**config.mk**
```make
export PLATFORM = sky130hd
export DESIGN_NAME = color_step_pwm
export DESIGN_NICKNAME = d
export VERILOG_FILES = /design/src/rtl/color_step_pwm.sv
export SDC_FILE = /design/constraint.sdc
export NUM_CORES = 1
export LEC_CHECK = 0
export CAP_MARGIN = 5
export CORE_MARGIN = 3
export CORE_UTILIZATION = 55
export CTS_CLUSTER_DIAMETER = 200
export CTS_CLUSTER_SIZE = 14
export DETAILED_ROUTE_END_ITERATION = 7
export PLACE_DENSITY = 0.77
export SYNTH_ARGS = -nofsm -noshare
export SYNTH_HDL_FRONTEND = slang
export SYNTH_SLANG_ARGS = --single-unit
```
**constraint.sdc**
```tcl
create_clock -name clk -period 7.1 [get_ports clk]
set_input_delay 0.71 -clock clk [delete_from_list [all_inputs] [get_ports clk]]
set_output_delay 0.71 -clock clk [all_outputs]
set_load 0.02 [all_outputs]
```
**src/rtl/color_step_pwm.sv**
```systemverilog
// color_step_pwm: synchronises the divided step clock into ticks that step or fade an 8-colour palette,
// and drives three PWM LED outputs from the current colour.
module color_step_pwm #(
    parameter int FADE_STEP = 16,
    parameter int PWM_W     = 8
) (
    input  logic        clk,
    input  logic        rst,
    input  logic        step_clk,
    input  logic        en,
    input  logic        mode,
    output logic [2:0]  idx,
    output logic [23:0] color,
    output logic        pwm_r,
    output logic        pwm_g,
    output logic        pwm_b
);
    typedef enum logic [1:0] {IDLE, STEP, FADE} state_t;

    localparam logic [23:0] PAL [8] = '{
        24'hFF0000, 24'hFF8000, 24'hFFFF00, 24'h00FF00,
        24'h00FFFF, 24'h0000FF, 24'hFF00FF, 24'hFFFFFF
    };
    localparam logic [7:0] STEP8 = 8'(FADE_STEP);

    state_t             state;
    logic               s1, s2, s3, tick;
    logic [PWM_W-1:0]   pwm_cnt;
    logic [2:0]         idx_nxt;
    logic [23:0]        pal_cur, pal_nxt, ramped;

    // Move one channel toward its target by at most STEP8, never overshooting.
    function automatic logic [7:0] ramp_ch(input logic [7:0] c, input logic [7:0] t);
        return c < t ? (t - c > STEP8 ? c + STEP8 : t)
                     : (c - t > STEP8 ? c - STEP8 : t);
    endfunction

    assign tick    = s2 & ~s3;
    assign idx_nxt = idx + 3'd1;
    assign pal_cur = PAL[idx];
    assign pal_nxt = PAL[idx_nxt];
    assign ramped  = {ramp_ch(color[23:16], pal_cur[23:16]),
                      ramp_ch(color[15:8],  pal_cur[15:8]),
                      ramp_ch(color[7:0],   pal_cur[7:0])};

    always_ff @(posedge clk or posedge rst) begin
        if (rst) begin
            {s1, s2, s3} <= 3'b000;
            state        <= IDLE;
            idx          <= 3'd0;
            color        <= 24'hFF0000;
            pwm_cnt      <= '0;
            {pwm_r, pwm_g, pwm_b} <= 3'b000;
        end else begin
            {s1, s2, s3} <= {step_clk, s1, s2};
            state        <= !en ? IDLE : mode ? FADE : STEP;
            pwm_cnt      <= pwm_cnt == PWM_W'(254) ? '0 : pwm_cnt + 1'b1;
            pwm_r        <= pwm_cnt < color[23:16];
            pwm_g        <= pwm_cnt < color[15:8];
            pwm_b        <= pwm_cnt < color[7:0];
            if (tick && state == STEP) begin
                idx   <= idx_nxt;
                color <= pal_nxt;
            end else if (tick && state == FADE) begin
                // A tick that finds the target already reached only advances the target.
                if (color == pal_cur)
                    idx <= idx_nxt;
                else
                    color <= ramped;
            end
        end
    end
endmodule

```
After elaboration in Yosys (flattened, before gate mapping)
Memories as Yosys holds them, arrays and structs flattened.
Cells that the tools add are included.
Word-level totals
  flip-flop bits (word level): 43
  memory bits (read-only): 384
  bits of input ports: 5
  output and inout bits: 30
  logic and storage cells: 77
  memories kept: 2
Cells by class
  add/sub/neg operators: 14
  $lt $le $gt $ge: 14
  equal/unequal tests: 5
  mux-type cells: 22
  bitwise operators: 4
  reductions and logical operators: 6
Memory list
  (name not given): words 8, width 24, read ports 1, clocked after Yosys merged registers in 0, wr ports 0, RTL line 41  | assign pal_nxt = PAL[idx_nxt];
  (name not given): words 8, width 24, read ports 1, clocked after Yosys merged registers in 0, wr ports 0, RTL line 40  | assign pal_cur = PAL[idx];
Operators with widths (number)
  24-bit two-way mux: 7
  8-bit two-way mux: 10
  8-bit by 5-bit > comparator with 1-bit output, second input constant: 6
  8-bit less-than comparator: 6
  8-bit subtractor: 6
  8-bit by 5-bit adder with 8-bit output, second input constant: 3
  24-bit equality test: 1
  8-bit by 5-bit subtractor with 8-bit output, second input constant: 3
  3-bit two-way mux: 3
  8-bit by 1-bit adder with 8-bit output, second input constant: 1
  8-bit equality test, second input constant: 1
  4-bit greater-or-equal comparator, second input constant: 2
  3-bit inverter with 4-bit output: 2
  2-bit two-way mux: 2
  2-bit AND reduction: 2
  2-bit nonzero test: 2
  3-bit by 1-bit adder with 3-bit output, second input constant: 1
  2-bit by 1-bit equality test with 1-bit output, second input constant: 1
  2-bit equality test, second input constant: 1
  1-bit logical AND: 2
  2-bit != test, second input constant: 1
  1-bit bitwise AND: 1
  1-bit inverter: 1

Logic depth before layout (Yosys ltp)
  depth after elaboration: 11
  mapped depth: 14
  depth with buffers taken out: 12

Worst setup path after synthesis
OpenSTA, ideal clock, no wires.
  path type: reg-to-reg
  start: register idx[2]
  end: register color[10]
  setup time: 69 ps
  arrival: 3637 ps
  data required time: 7031 ps
  slack: 3394 ps
  cell stages (with the launch flop): 12
  path buffers: 1
  clock period less this slack: 3706 ps
  cell sequence: dfrtp_1 clkbuf_1 inv_1 mux2i_1 inv_1 ha_1 a21o_1 a21o_1 a211oi_2 mux2_4 or3_1 nand3_1
On the way
  longest elaborated chain between the ends: 11
  elaborated cells on any way between the ends: 23
  classes of those cells: add/sub: 3; order compare: 3; eq/ne: 2; mux: 10; bitwise: 2; reduce/logical: 1; memory: 2
RTL lines
  from (decl): RTL line 12  | output logic [2:0] idx,
  from (signal assigned): RTL line 62  | idx <= idx_nxt;
  from (signal assigned): RTL line 67  | idx <= idx_nxt;
  3-bit inverter with 4-bit output (not written as such): RTL line 40
  memory 8 x 24 bit
  24-bit two-way mux (not written as such) (2 in a row): RTL line 40
  8-bit subtractor (on tied branches): RTL line 35, 34
  8-bit by 5-bit > comparator with 1-bit output (on tied branches): RTL line 35, 34
  8-bit two-way mux (on tied branches): RTL line 35, 34
  8-bit two-way mux: RTL line 34  | return c < t ? (t - c > STEP8 ? c + STEP8 : t)
  24-bit two-way mux: RTL line 66  | if (color == pal_cur)
  24-bit two-way mux: RTL line 64  | end else if (tick && state == FADE) begin
  24-bit two-way mux: RTL line 61  | if (tick && state == STEP) begin
  to (signal assigned): RTL line 63  | color <= pal_nxt;
  to (signal assigned): RTL line 69  | color <= ramped;
  to (decl): RTL line 13  | output logic [23:0] color,
Parallel ways exist; a longest one is shown, timed or not. The select of a mux whose other input is x is not followed.
A chain may end at the register's enable or synchronous reset.

Final worst setup path
Same ends and word-level chain as after synthesis.

==> flow_summary_export.csv <==
group,metric,value,unit
sta,clock_skew,0.00499,ns
drt,dr.first_iter.drc_count,195,
cts,cts_resized,0,
global_route,grt_pass1_vias,3567,
synthesis,seq_area_frac_synth,21.9,%
place,dp_hpwl,7360,um
critical_path,crit_fanout,18,
drt,wl,9700,um
synthesis,synth.distinct_cells,64,
synthesis,synth-edff-count,0,
sta,finalCritPeriodShare,58.7,%
floorplanning,die_w,90.4,um
synthesis,ys_warn_count,0,
run,maxCapViolations,0,
critical_path,worstSetupEndpointType,"flop",
layout,final_cell_area,4390,um2
floorplanning,core-area,6870,um2
critical_path,r2r_slack,2.93,ns
critical_path,worstPathRequired,7.33,ns
critical_path,cp.arrival,4.40,ns
place,dpl_cell_area,4250,um2
sta,drv_slew,0,
sta,finalCriticalPeriod,4.17,ns
sta,rsz0062_at_grt,"no",
cts,clockBufferDepth,2,
global_route,grt_max_degree,35,
synthesis,async_reset_ff_share,100,%
place,numPortBuffers,34,
sta,relSlewSlack,32.6,%
synthesis,syn-num-nets,521,
place,dp.cells,558,
critical_path,setup.worst_path.class,"flop to flop",
synthesis,synth-seq-cells,34,
sta,setup_tns,0,ns
drt,drc,0,
floorplanning,die_area,8170,um2
sta,setup_viol,0,
cts,postCtsHoldBufs,0,
drt,vias_per_cell,6.08,
synthesis,ys.flop_type,"dfrtp_1",
cts,cts_tree,"built",
synthesis,syn_area_per_cell,8.73,um2
synthesis,synthCells,449,
drt,vias,3442,
global_route,grt_pass1_wl,16400,um
cts,cts_made_buffers,5,
drt,antenna_left,0,
cts,clock_sinks,34,
layout,drive_gt1_share,6.17,%
min_path,hold_path.class,"flop to flop",
status,status,"finished, final reports clean",
layout,instances_no_fill,566,
layout,nets,541,
cts,cts-root-buf,"clkbuf_8",
sta,finalHoldViolations,0,
layout,antenna_cells,0,
cts,h-tree-depth,2,
floorplanning,die_h,90.4,um
drt,drtPass1Iterations,4,
global_route,grt.overflow.total,0,
global_route,antenna_found_initial,0,
synthesis,syn-cell-area,3920,um2
cts,clk_latency,0.29,ns
floorplanning,boundaryPins,35,
sta,worst_pin_slew,1.01,ns
place,globalplace.congestion,0.951,
global_route,grt_usage,23.8,%
drt,wl_per_cell,17.1,um
cts,post_cts_buffers,0,
layout,utilization,63.9,%
layout,area_growth,11.9,%
sta,fmax,240,MHz
floorplanning,rows,30,
floorplanning,initial_core_util,57.0,%
critical_path,cp-start-kind,"flop",
cts,clk_pin_slew,0.08,ns
## registers in the layout, summed over array words and instances, names as in the netlist
register,flops
pwm_b,1
state,2
pwm_r,1
s3,1
pwm_cnt,8
s2,1
color,15
s1,1
pwm_g,1
idx,3
## worst max-delay path: stages, from the launching register on
cell,delay (ns)
dfrtp_1,0.79
inv_1,0.37
mux2i_1,0.65
inv_1,0.33
ha_1,0.30
a21o_2,0.22
a21o_1,0.21
o221ai_1,0.24
o2111ai_2,0.21
mux2_4,0.33
or3_1,0.36
nand3_1,0.07
## Yosys cell counts, types with 4 or more instances
master | instances | area share, %
a21oi_1 | 33 | 4.2
buf_2 | 5 | 0.64
ha_1 | 66 | 21
xor2_1 | 10 | 2.2
a21o_1 | 25 | 4.8
nand2b_1 | 11 | 1.8
dfrtp_1 | 29 | 19
buf_4 | 11 | 2.1
a211oi_1 | 4 | 0.77
nor3_1 | 4 | 0.51
nand3_1 | 17 | 2.2
clkbuf_1 | 4 | 0.38
o21ai_0 | 19 | 2.4
nand4_1 | 6 | 0.96
and2_1 | 4 | 0.64
a2bb2oi_1 | 5 | 1.1
nor2_1 | 33 | 3.2
mux2i_1 | 7 | 1.8
o211ai_1 | 8 | 1.5
nor2b_1 | 10 | 1.6
xnor2_1 | 17 | 3.8
dfstp_2 | 5 | 3.4
nand2_1 | 18 | 1.7
inv_1 | 30 | 2.9
or3_1 | 5 | 0.80
o21a_1 | 6 | 1.1
## routing by layer
metal  part of all wire (%)  up-vias  GRT usage, %
li1                       -     1668             -
met5                      0        -             0
met3                    3.8       16          3.25
met4                    1.4        0          7.27
met2                     51       80          43.4
met1                     44     1678          29.0
## logic make-up after synthesis
kind of cell               count (synthesis)  share of synthesized area (%)
AOI/OAI and AO/OA                        137                           24.6
and+or+nand+nor                          122                           16.7
adders and majority gates                 67                           21.6
buffers and inverters                     52                           6.39
DFF                                       34                           21.9
xor gates and xnor gates                  27                           6.03
muxes                                     10                           2.84
## worst paths after layout
kind,start,depth (start not counted),to
setup / recovery,idx[2],11,color[10]
hold reg to reg,s1,0,s2
max in group asynchronous,rst,3,color[18]
min in group asynchronous,rst,3,pwm_cnt[5]
setup reg to reg,idx[2],11,color[10]
hold / removal,s1,0,s2
## layout by cell type (no fill, tap or decap), types with 5 or more instances in the layout
| cell type | netlist | routed |
|---|---|---|
| o21ai_0 | 19 | 19 |
| nand4_1 | 6 | 6 |
| mux2i_1 | 7 | 7 |
| dfrtp_1 | 29 | 29 |
| nor2b_1 | 10 | 10 |
| nand2_1 | 18 | 18 |
| xnor2_1 | 17 | 17 |
| nand3_1 | 17 | 17 |
| clkdlybuf4s50_1 | 0 | 34 |
| dfstp_2 | 5 | 5 |
| a21oi_1 | 33 | 33 |
| ha_1 | 66 | 66 |
| clkbuf_8 | 0 | 5 |
| o211ai_1 | 8 | 8 |
| a21o_1 | 25 | 25 |
| nand2b_1 | 11 | 11 |
| a2bb2oi_1 | 5 | 5 |
| inv_1 | 30 | 30 |
| xor2_1 | 10 | 10 |
| nor2_1 | 33 | 33 |
| or3_1 | 5 | 5 |
| o21a_1 | 6 | 6 |
## final cells by class
cell class | count | area (um2)
clock buffer | 5 | 68.8
clock inverter | 3 | 68.8
fill | 603 | 2480
inverter | 30 | 113
multi-input combinational | 363 | 2810
sequential | 34 | 857
tap | 96 | 120
timing repair buffer | 35 | 348
## stage by stage
| step | hold slack (ns) | setup slack [ns] |
|---|---|---|
| after global placement | 0.340 | 3.12 |
| after global routing | 0.380 | 2.56 |
| after detailed placement | 0.349 | 2.97 |
| final | 0.365 | 2.93 |
| after CTS | 0.368 | 2.91 |
| after floorplan | 0.331 | 3.39 |
Power is not shown: default switching activity piles up to over one toggle a cycle in this logic, so the estimate is an artifact.
